**src/rtl/sop_sync_pkg.sv**
```systemverilog
// Shared types and helpers for the SOP sync tracker.
//  - sop_state_t : tracker FSM state encoding (SEARCH / TRACK / LOCKED)
//  - CNT_MAX/CNT_W : default confidence saturation value and counter width
//  - off_width()   : width of the signed timing-offset output
//  - frame_len()   : frame length in samples from symbol count and symbol length
package sop_sync_pkg;

   typedef enum logic [1:0] {
      ST_SEARCH = 2'd0,
      ST_TRACK  = 2'd1,
      ST_LOCKED = 2'd2
   } sop_state_t;

   localparam int unsigned CNT_MAX = 20;
   localparam int unsigned CNT_W   = $clog2(CNT_MAX + 1);

   // Signed offset must hold -WIN..+WIN.
   function automatic int unsigned off_width(input int unsigned win);
      return $clog2(win) + 2;
   endfunction

   function automatic int unsigned frame_len(input int unsigned n_symb,
                                             input int unsigned sym_len);
      return n_symb * sym_len;
   endfunction

endpackage

```
**src/rtl/sop_conf_counter.sv**
```systemverilog
// Saturating up/down confidence counter with hysteresis compares.
// Ports:
//  clk, rst      clock, synchronous active-high reset
//  clr           force count to 0
//  load_one      force count to 1 (new frame anchor)
//  inc, dec      saturating increment (to CNT_MAX) / decrement (to 0)
//  conf          current count
//  above_up      conf > TSHD_UP
//  below_dw      conf < TSHD_DW
//  zero          conf == 0
module sop_conf_counter #(
   parameter int unsigned CNT_MAX = 20,
   parameter int unsigned TSHD_UP = 15,
   parameter int unsigned TSHD_DW = 7,
   parameter int unsigned W       = $clog2(CNT_MAX + 1)
) (
   input  logic         clk,
   input  logic         rst,
   input  logic         clr,
   input  logic         load_one,
   input  logic         inc,
   input  logic         dec,
   output logic [W-1:0] conf,
   output logic         above_up,
   output logic         below_dw,
   output logic         zero
);

   // Priority: clear, anchor load, increment, decrement.
   always_ff @(posedge clk) begin
      if (rst) begin
         conf <= '0;
      end else if (clr) begin
         conf <= '0;
      end else if (load_one) begin
         conf <= W'(1);
      end else if (inc) begin
         if (conf < W'(CNT_MAX)) conf <= conf + W'(1);
      end else if (dec) begin
         if (conf != '0) conf <= conf - W'(1);
      end
   end

   assign above_up = (conf > W'(TSHD_UP));
   assign below_dw = (conf < W'(TSHD_DW));
   assign zero     = (conf == '0);

endmodule

```
**src/rtl/sop_sync_tracker.sv**
```systemverilog
// Frame-level start-of-packet tracker. Qualifies raw SOP pulses by metric,
// confirms them against a runtime frame period, tracks the per-frame offset
// and regenerates a periodic osop flywheel while locked.
// Optional statistics counters are built when SOP_STATS_EN is defined;
// otherwise the stat_* ports are tied to zero.
// Ports:
//  clk, rst                   clock, synchronous active-high reset
//  cfg_n_symb                 symbols per frame (latched in SEARCH only)
//  cfg_met_lo, cfg_met_hi     inclusive accepted metric range (latched in SEARCH only)
//  isop, i_metric             raw SOP pulse and its correlation metric
//  osop                       regenerated 1-cycle SOP
//  delay_sop                  signed offset of last hit vs nominal SOP
//  found_sync                 high while LOCKED
//  state                      0 SEARCH, 1 TRACK, 2 LOCKED
//  stat_hit/stat_miss/stat_loss  saturating 16-bit statistics
module sop_sync_tracker
   import sop_sync_pkg::*;
#(
   parameter int unsigned FFT_SIZE = 1024,
   parameter int unsigned CP_SIZE  = 32,
   parameter int unsigned MAX_SYMB = 64,
   parameter int unsigned WIN      = 3,
   parameter int unsigned CNT_MAX  = 20,
   parameter int unsigned TSHD_UP  = 15,
   parameter int unsigned TSHD_DW  = 7,
   parameter int unsigned MET_W    = 15
) (
   input  logic                                   clk,
   input  logic                                   rst,
   input  logic [$clog2(MAX_SYMB+1)-1:0]          cfg_n_symb,
   input  logic [MET_W-1:0]                       cfg_met_lo,
   input  logic [MET_W-1:0]                       cfg_met_hi,
   input  logic                                   isop,
   input  logic [MET_W-1:0]                       i_metric,
   output logic                                   osop,
   output logic signed [off_width(WIN)-1:0]       delay_sop,
   output logic                                   found_sync,
   output logic [1:0]                             state,
   output logic [15:0]                            stat_hit,
   output logic [15:0]                            stat_miss,
   output logic [15:0]                            stat_loss
);

   localparam int unsigned SYM_LEN = FFT_SIZE + CP_SIZE;
   localparam int unsigned L_MAX   = MAX_SYMB * SYM_LEN;
   localparam int unsigned LEN_W   = $clog2(L_MAX + 1);
   localparam int unsigned OW      = off_width(WIN);
   localparam int unsigned CW      = $clog2(CNT_MAX + 1);

   sop_state_t              state_r, state_nxt;
   logic [LEN_W-1:0]        count_fr, count_nxt;
   logic [LEN_W-1:0]        len_r;
   logic [MET_W-1:0]        met_lo_r, met_hi_r;
   logic                    hit_flag, hit_flag_nxt;
   logic signed [OW-1:0]    delay_nxt;
   logic                    osop_nxt;

   logic                    in_search, q, in_win;
   logic                    acquire, hit, reanchor, anchor, eval, miss_dec, drop;
   logic [MET_W-1:0]        met_lo_eff, met_hi_eff;
   logic signed [LEN_W:0]   late_off;
   logic [CW-1:0]           conf;
   logic                    above_up, below_dw, zero;

   assign state = state_r;

   // In SEARCH the live config applies; elsewhere the copy latched on leaving SEARCH.
   assign in_search  = (state_r == ST_SEARCH);
   assign met_lo_eff = in_search ? cfg_met_lo : met_lo_r;
   assign met_hi_eff = in_search ? cfg_met_hi : met_hi_r;
   assign q          = isop && (i_metric >= met_lo_eff) && (i_metric <= met_hi_eff);

   assign in_win   = (count_fr >= len_r - LEN_W'(WIN)) || (count_fr <= LEN_W'(WIN));
   assign acquire  = in_search && q;
   assign hit      = !in_search && q && in_win;
   // With no confidence left, an out-of-window pulse restarts the frame timing.
   assign reanchor = (state_r == ST_TRACK) && q && !in_win && zero;
   assign anchor   = hit || reanchor;
   // Once-per-frame miss evaluation; an anchor in the same cycle takes precedence.
   assign eval     = !in_search && (count_fr == LEN_W'(WIN + 1)) && !anchor;
   assign miss_dec = eval && !hit_flag && !zero;
   assign drop     = (state_r == ST_TRACK) && eval && !hit_flag && zero;
   assign late_off = $signed({1'b0, count_fr}) - $signed({1'b0, len_r});

   sop_conf_counter #(
      .CNT_MAX (CNT_MAX),
      .TSHD_UP (TSHD_UP),
      .TSHD_DW (TSHD_DW),
      .W       (CW)
   ) u_conf (
      .clk      (clk),
      .rst      (rst),
      .clr      (in_search && !acquire),
      .load_one (acquire || reanchor),
      .inc      (hit),
      .dec      (miss_dec),
      .conf     (conf),
      .above_up (above_up),
      .below_dw (below_dw),
      .zero     (zero)
   );

   // Next-state, frame counter, hit flag, offset and flywheel pulse.
   always_comb begin
      state_nxt    = state_r;
      count_nxt    = count_fr;
      hit_flag_nxt = hit_flag;
      delay_nxt    = delay_sop;
      osop_nxt     = (state_r == ST_LOCKED) && (count_fr == LEN_W'(WIN + 1));

      case (state_r)
         ST_SEARCH: if (acquire) state_nxt = ST_TRACK;
         ST_TRACK: begin
            if (above_up)  state_nxt = ST_LOCKED;
            else if (drop) state_nxt = ST_SEARCH;
         end
         ST_LOCKED: if (below_dw) state_nxt = ST_TRACK;
         default:   state_nxt = ST_SEARCH;
      endcase

      if (in_search) begin
         count_nxt    = acquire ? LEN_W'(1) : '0;
         hit_flag_nxt = acquire;
      end else if (state_nxt == ST_SEARCH) begin
         count_nxt    = '0;
         hit_flag_nxt = 1'b0;
      end else begin
         if (anchor)                              count_nxt = LEN_W'(1);
         else if (count_fr >= len_r - LEN_W'(1))  count_nxt = '0;
         else                                     count_nxt = count_fr + LEN_W'(1);

         if (anchor)    hit_flag_nxt = 1'b1;
         else if (eval) hit_flag_nxt = 1'b0;

         if (hit) begin
            if (count_fr <= LEN_W'(WIN)) delay_nxt = OW'(count_fr);
            else                         delay_nxt = OW'(late_off);
         end
      end
   end

   // State and datapath registers; config only follows the inputs in SEARCH.
   always_ff @(posedge clk) begin
      if (rst) begin
         state_r    <= ST_SEARCH;
         count_fr   <= '0;
         hit_flag   <= 1'b0;
         delay_sop  <= '0;
         osop       <= 1'b0;
         found_sync <= 1'b0;
         len_r      <= '0;
         met_lo_r   <= '0;
         met_hi_r   <= '0;
      end else begin
         state_r    <= state_nxt;
         count_fr   <= count_nxt;
         hit_flag   <= hit_flag_nxt;
         delay_sop  <= delay_nxt;
         osop       <= osop_nxt;
         found_sync <= (state_nxt == ST_LOCKED);
         if (in_search) begin
            len_r    <= LEN_W'(frame_len(32'(cfg_n_symb), SYM_LEN));
            met_lo_r <= cfg_met_lo;
            met_hi_r <= cfg_met_hi;
         end
      end
   end

`ifdef SOP_STATS_EN
   logic hit_evt, loss_evt;

   assign hit_evt  = acquire || anchor;
   assign loss_evt = (state_r == ST_LOCKED) && (state_nxt == ST_TRACK);

   // Saturating event counters.
   always_ff @(posedge clk) begin
      if (rst) begin
         stat_hit  <= '0;
         stat_miss <= '0;
         stat_loss <= '0;
      end else begin
         if (hit_evt  && (stat_hit  != 16'hFFFF)) stat_hit  <= stat_hit  + 16'd1;
         if (miss_dec && (stat_miss != 16'hFFFF)) stat_miss <= stat_miss + 16'd1;
         if (loss_evt && (stat_loss != 16'hFFFF)) stat_loss <= stat_loss + 16'd1;
      end
   end
`else
   assign stat_hit  = 16'd0;
   assign stat_miss = 16'd0;
   assign stat_loss = 16'd0;
`endif

endmodule

```
**config.mk**
```make
export PLATFORM = sky130hd
export DESIGN_NAME = sop_sync_tracker
export DESIGN_NICKNAME = d
export VERILOG_FILES = /design/src/rtl/sop_sync_pkg.sv /design/src/rtl/sop_conf_counter.sv /design/src/rtl/sop_sync_tracker.sv
export SDC_FILE = /design/constraint.sdc
export NUM_CORES = 1
export LEC_CHECK = 0
export CORE_ASPECT_RATIO = 1.5
export CORE_UTILIZATION = 47
export DETAILED_ROUTE_END_ITERATION = 7
export GPL_ROUTABILITY_DRIVEN = 0
export PLACE_DENSITY_LB_ADDON = 0.08
export SLEW_MARGIN = 0
export SYNTH_ARGS = -nofsm -noshare
export SYNTH_HDL_FRONTEND = slang
export SYNTH_SLANG_ARGS = --single-unit
export TNS_END_PERCENT = 1
```
**constraint.sdc**
```tcl
create_clock -name clk -period 3.75 [get_ports clk]
set_input_delay 0.375 -clock clk [delete_from_list [all_inputs] [get_ports clk]]
set_output_delay 0.375 -clock clk [all_outputs]
set_load 0.02 [all_outputs]
```
# [Word level (Yosys, flattened, before mapping)]
# Index checks and enable logic that the tools add are counted.
[word_totals] regBits=73 elab_cells=96
[classes] add_sub_neg=6 multipliers=1 order_cmp=8 n_eq_ne=6 n_mux=22 bitwise_logic=2 n_reduce_logical=40
[op_table] op="two-way mux 17 bit" n=4
[op_table] op=">= comparator 17 bit" n=2
[op_table] op="two-way mux 15 bit" n=2
[op_table] op="two-way mux 5 bit" n=4
[op_table] op="adder 17 x 1 -> 17 bit (second input constant)" n=1
[op_table] op="== test 17 x 3 -> 1 bit (second input constant)" n=1
[op_table] op="less-or-equal comparator 17 x 2 -> 1 bit (second input constant)" n=1
[op_table] op="logical AND 1 bit" n=17
[op_table] op="subtractor 17 x 1 -> 17 bit (second input constant)" n=1
[op_table] op="subtractor 17 x 2 -> 17 bit (second input constant)" n=1
[op_table] op=">= comparator 15 bit" n=1
[op_table] op="less-or-equal comparator 15 bit" n=1
[op_table] op="multiplier 7 x 6 -> 12 bit (second input constant)" n=1
[op_table] op="AND reduction 3 bit" n=3
[op_table] op="two-way mux 2 bit" n=4
[op_table] op="zero test 1 bit" n=6
[op_table] op="two-way mux 1 bit" n=6
[op_table] op="case mux 2 bit (3 select lines)" n=1
[op_table] op="nonzero test 3 bit" n=2
[op_table] op="adder 5 x 1 -> 5 bit (second input constant)" n=1
[op_table] op="greater-than comparator 5 x 4 -> 1 bit (second input constant)" n=1
[op_table] op="zero test 5 bit" n=1
[op_table] op="less-than comparator 5 x 3 -> 1 bit (second input constant)" n=1
[op_table] op="less-than comparator 5 bit (second input constant)" n=1
[op_table] op="15 further kinds" n=21

# [Logic depth before layout (Yosys ltp)]
[logic_depth] ltp_word=20 depth_mapped=20 depth_no_buf=19

# [Cells and area by module]
# Synthesis repeated with hierarchy kept, for this count alone.
[hier_totals] cells_unflattened=558 area_unflattened_um2=4883.4
[by_module_without_submodules] mod="sop_sync_tracker" instances=1 cells_each=518 area_each_um2=4499.3
[by_module_without_submodules] mod="sop_conf_counter" instances=1 cells_each=40 area_each_um2=384.1

# [Worst setup path before layout]
# OpenSTA, ideal clock, no wires.
[synth_timing] path_kind="register to register" start="register state_r[1], in the netlist state[1]" end="register u_conf.conf[4]" arrival_time_ps=4125 t_required_ps=3628 slack_ps=-497 stages_incl_launch_ff=20 path_buffers=3 path_cell_list="dfxtp_1 -> clkbuf_1 -> nor2_1 -> buf_2 -> buf_1 -> mux2i_1 -> ha_1 -> nand2_1 -> o21ai_0 -> a21oi_1 -> o41ai_4 -> and4_1 -> inv_1 -> fa_1 -> a21o_1 -> a21oi_1 -> nand2_1 -> nor2_1 -> mux2i_1 -> mux2i_1"
[synth_between] elab_chain_len=15
[synth_rtl] element="from (decl)" line_no="sop_sync_tracker.sv:50" text="sop_state_t state_r, state_nxt;"
[synth_rtl] element="from (signal assigned)" line_no="sop_sync_tracker.sv:155" text="state_r <= state_nxt;"
[synth_rtl] element="zero test 2 bit" line_no="sop_sync_tracker.sv:68" text="assign in_search = (state_r == ST_SEARCH);"
[synth_rtl] element="two-way mux 15 bit"
[synth_rtl] element=">= comparator 15 bit" line_no="sop_sync_tracker.sv:71" text="assign q = isop && (i_metric >= met_lo_eff) && (i_metric <= met_hi_eff);"
[synth_rtl] element="logical AND 1 bit (2 in a row)" line_no="sop_sync_tracker.sv:71"
[synth_rtl] element="logical AND 1 bit (3 in a row)" line_no="sop_sync_tracker.sv:77" text="assign reanchor = (state_r == ST_TRACK) && q && !in_win && zero;"
[synth_rtl] element="logical OR 1 bit" line_no="sop_sync_tracker.sv:78" text="assign anchor = hit || reanchor;"
[synth_rtl] element="zero test 1 bit" line_no="sop_sync_tracker.sv:80" text="assign eval = !in_search && (count_fr == LEN_W'(WIN + 1)) && !anchor;"
[synth_rtl] element="logical AND 1 bit" line_no="sop_sync_tracker.sv:80"
[synth_rtl] element="logical AND 1 bit (2 in a row)" line_no="sop_sync_tracker.sv:81" text="assign miss_dec = eval && !hit_flag && !zero;"
[synth_rtl] element="nonzero test 2 bit (no source line)"
[synth_rtl] element="AND reduction 3 bit (no source line)"
[synth_rtl] element="to (signal assigned)" line_no="sop_conf_counter.sv:38" text="if (conf < W'(CNT_MAX)) conf <= conf + W'(1);"
[synth_rtl] element="to (signal assigned)" line_no="sop_conf_counter.sv:40" text="if (conf != '0) conf <= conf - W'(1);"
[synth_rtl] element="to (decl)" line_no="sop_conf_counter.sv:23" text="output logic [W-1:0] conf,"
# Several ways; a longest one is shown, not always the timed one.
# A chain may end at the register's enable or synchronous reset.

# [Worst setup path after layout]
[layout_timing] start="register len_r[11]" end="register u_conf.conf[4]"
[layout_between] elab_chain_len=13
[layout_rtl] element="from (decl)" line_no="sop_sync_tracker.sv:52" text="logic [LEN_W-1:0] len_r;"
[layout_rtl] element="from (signal assigned)" line_no="sop_sync_tracker.sv:162" text="len_r <= LEN_W'(frame_len(32'(cfg_n_symb), SYM_LEN));"
[layout_rtl] element="subtractor 17 x 2 -> 17 bit *" line_no="sop_sync_tracker.sv:73" text="assign in_win = (count_fr >= len_r - LEN_W'(WIN)) || (count_fr <= LEN_W'(WIN));"
[layout_rtl] element=">= comparator 17 bit *" line_no="sop_sync_tracker.sv:73"
[layout_rtl] element="logical OR 1 bit *" line_no="sop_sync_tracker.sv:73"
[layout_rtl] element="zero test 1 bit" line_no="sop_sync_tracker.sv:77"
[layout_rtl] element="logical AND 1 bit (2 in a row)" line_no="sop_sync_tracker.sv:77"
[layout_rtl] element="logical OR 1 bit" line_no="sop_sync_tracker.sv:78"
[layout_rtl] element="zero test 1 bit" line_no="sop_sync_tracker.sv:80"
[layout_rtl] element="logical AND 1 bit" line_no="sop_sync_tracker.sv:80"
[layout_rtl] element="logical AND 1 bit (2 in a row)" line_no="sop_sync_tracker.sv:81"
[layout_rtl] element="nonzero test 2 bit (no source line)"
[layout_rtl] element="AND reduction 3 bit (no source line)"
# Every way passes the cells marked *; elsewhere a longest branch is shown, timed or not.

==> impl_metrics.csv <==
group,metric,value,unit
layout,diodes,0,
layout,final.fill_count,929,
timing,fin_skew,8.62,ps
floorplan,die_w,86.2,µm
floorplan,die-area,0.0111,mm²
setup_path,critPathKind,"reg2reg",
routing,drt-wirelength-per-cell,14.2,µm
synth,synth_seq_cells,73,
global_route,overflow,0,
setup_path,path_cells,"or4_4 > nor3_4 > xnor2_1 > ha_1 > nand4_4 > nor4_4 > a32oi_4 > a31oi_4 > and4_4 > inv_2 > fa_2 > a21o_1 > a21oi_2 > nor3_1 > mux2i_1 > mux2i_1",
floorplan,die_y,128,µm
synth,synth_top_area_frac,0.292,
floorplan,start_util,0.488,
setup_path,critPathCaptureType,"register",
global_route,antenna_found_initial,0,
pwr,p_leak,2.79,nW
setup_path,crit_buf_inv,1,
routing,drt-initial-drc-count,176,
synth,synth_area_leader_cell,"dfxtp_1",
synth,ys_warn_count,0,
floorplan,io_pins,111,
setup_path,max_stage_delay,550,ps
layout,final_net_count,763,
synth,ys_async_sr_fraction,0,
layout,drive_above_1_share,0.149,
timing,setup-violations-final,0,
synth,synth_area,0.00500,mm²
setup_path,crit_required,4020,ps
min_path,min_from,"met_hi_r[0]",
pwr,peakVddDrop,272,µV
routing,via_per_inst,5.22,
routing,ant_nets,0,
global_route,grt_pass1_wl,19.1,mm
run,cap_violations,0,
global_route,grt_pass1_vias,4249,
synth,ys_types,59,
timing,min_period,3730,ps
synth,postSynthAreaPerCell,8.95,µm²
global_route,grt_usage,0.219,
clocking,cts_tree,"done",
place,port_buffers,62,
floorplan,core,0.0102,mm²
routing,drt_wl_total,11.3,mm
timing,slew_headroom,0.587,
clocking,cts_made_buffers,9,
synth,synthFlopType,"dfxtp_1",
setup_path,cp-start-kind,"register",
clocking,cts_num_sinks,73,
routing,drc,0,
floorplan,rows,45,
routing,first_pass_iters,4,
setup_path,cp_slowest_cell,"or4_4",
clocking,clkTransAtPathRegs,60,ps
setup_path,cp.arrival,4000,ps
synth,synth_area_leaders,"dfxtp_1, ha_1, mux2i_1",
clocking,htree_num_levels,3,
timing,rsz0062_at_grt,"yes",
timing,tns,0,ps
synth,synth_edf_count,0,
outcome,status,"complete, no violations",
setup_path,cp-startpoint,"len_r[11]",
clocking,cts_root_buf,"clkbuf_16",
place,dpl-instance-area,0.00583,mm²
pwr,powerDensity,372,mW/mm²
global_route,grt_start_max_net_pins,55,
clocking,clk_latency,340,ps
timing,finalCritPeriodShare,0.994,
layout,finalInstanceArea,0.00623,mm²
setup_path,worstPathMaxFanout,3,
routing,vias,4160,
layout,area_growth,24.5,%
clocking,clockBufferDepth,2,
setup_path,crit_family,"simple AND/OR/NAND/NOR gates",
synth,synthCells,559,
min_path,min_path_type,"reg2reg",
timing,drv_slew,0,
timing,hold_violations,0,
layout,regArea,0.00146,mm²
synth,synth_seq_area_share,0.292,
setup_path,cpMostUsedCell,"mux2i_1",
layout,multi_input_area,0.00331,mm²
setup_path,r2r_start,"len_r[11]",
place,dp_hpwl,8.87,mm
timing,tightest_slew,618,ps
timing,max_freq,0.268,GHz
through the flow:
stage	hold WS (ps)	power (W)	util	worst slack, ps	std cells
3_3_place_gp	460	0.00142	0.569	32.2	778
4_1_cts	472	0.00233	0.602	-32.0	795
5_1_grt	510	0.00244	0.608	-205	797
3_5_place_dp	461	0.00144	0.569	-62.1	778
6_report	468	0.00232	0.608	22.4	797
2_1_floorplan	444	0.00128	-	17.7	606
power by group:
group	internal [W]	leakage, nW	total [W]	switching (W)
logic	0.000273	2.05	0.000604	0.000331
registers	0.000821	0.600	0.000849	0.0000277
clock network	0.000517	0.139	0.000863	0.000345
Yosys cell counts (11+ instances only):
cell type  number
a21oi_1        40
buf_4          48
dfxtp_1        73
ha_1           55
inv_1          17
mux2i_1        37
nand2_1        56
nand3_1        14
nand4_1        11
nor2_1         53
nor4_1         13
xnor2_1        13
xor2_1         16
metal layers:
metal,global-route usage,part of all wire
met1,0.228,0.38
met2,0.406,0.54
met3,0.0443,0.043
met4,0.123,0.037
met5,0,0
state kept, by name (all words and copies together) (netlist names):
register / cells
count_fr: 17
delay_sop: 4
found_sync: 1
hit_flag: 1
len_r: 12
met_hi_r: 15
met_lo_r: 15
osop: 1
state: 2
u_conf.conf: 5
final cells by class:
cell class / count / share of cell area
sequential: 73 / 0.235
timing repair buffer: 100 / 0.147
inverter: 17 / 0.0102
clock inverter: 6 / 0.0108
tap: 141 / 0.0283
clock buffer: 10 / 0.0368
multi-input combinational: 450 / 0.532
placed cells by master, fill, tap and decap left out, types with 10 or more instances in the layout:
| master | synthesis | layout |
|---|---|---|
| nand4_1 | 11 | 11 |
| nand3_1 | 14 | 14 |
| dfxtp_1 | 73 | 71 |
| xnor2_1 | 13 | 13 |
| clkdlybuf4s50_1 | 0 | 61 |
| nor2_1 | 53 | 52 |
| a21oi_1 | 40 | 38 |
| conb_1 | 1 | 48 |
| nor4_1 | 13 | 11 |
| mux2i_1 | 37 | 37 |
| buf_4 | 48 | 37 |
| nand2_1 | 56 | 54 |
| ha_1 | 55 | 55 |
| o21ai_0 | 10 | 10 |
| xor2_1 | 16 | 16 |
| inv_1 | 17 | 16 |
worst reg2reg max path, stage by stage (launching register included):
cell     delay (ps)
dfxtp_1         310
or4_4           550
nor3_4          180
xnor2_1         100
ha_1            340
nand4_4         100
nor4_4          370
a32oi_4         160
a31oi_4         160
and4_4          250
inv_2            50
fa_2            340
a21o_1          180
a21oi_2         150
nor3_1           60
mux2i_1         170
mux2i_1         200
cell families (layout without fill, tap and decap cells):
logic type                 after synthesis  in the layout  share of synthesized area
and+or+nand+nor                        195            195                      0.212
muxes                                   37             37                     0.0740
adders and majority gates               57             57                      0.146
buffers and inverters                   83            133                      0.102
xor gates and xnor gates                29             29                     0.0508
DFF                                     73             73                      0.292
AOI/OAI and AO/OA                       84             84                      0.123
other                                    1             48                   0.000750
path summary, 6_finish.rpt:
kind         slack [ps]  cells past startpoint             end
max reg2reg          20                     16  u_conf.conf[4]
min reg2reg         470                      2     met_hi_r[0]
max                  20                     16  u_conf.conf[4]
min                 470                      2     met_hi_r[0]
what timing repair did:
action	4_1_cts	5_1_grt
endpoints found under the setup margin	1	3
hold buffers	0	0
resized for setup	9	8
buffers inserted	1	2
pin swaps	8	10
(Power assumes the default switching activity.)
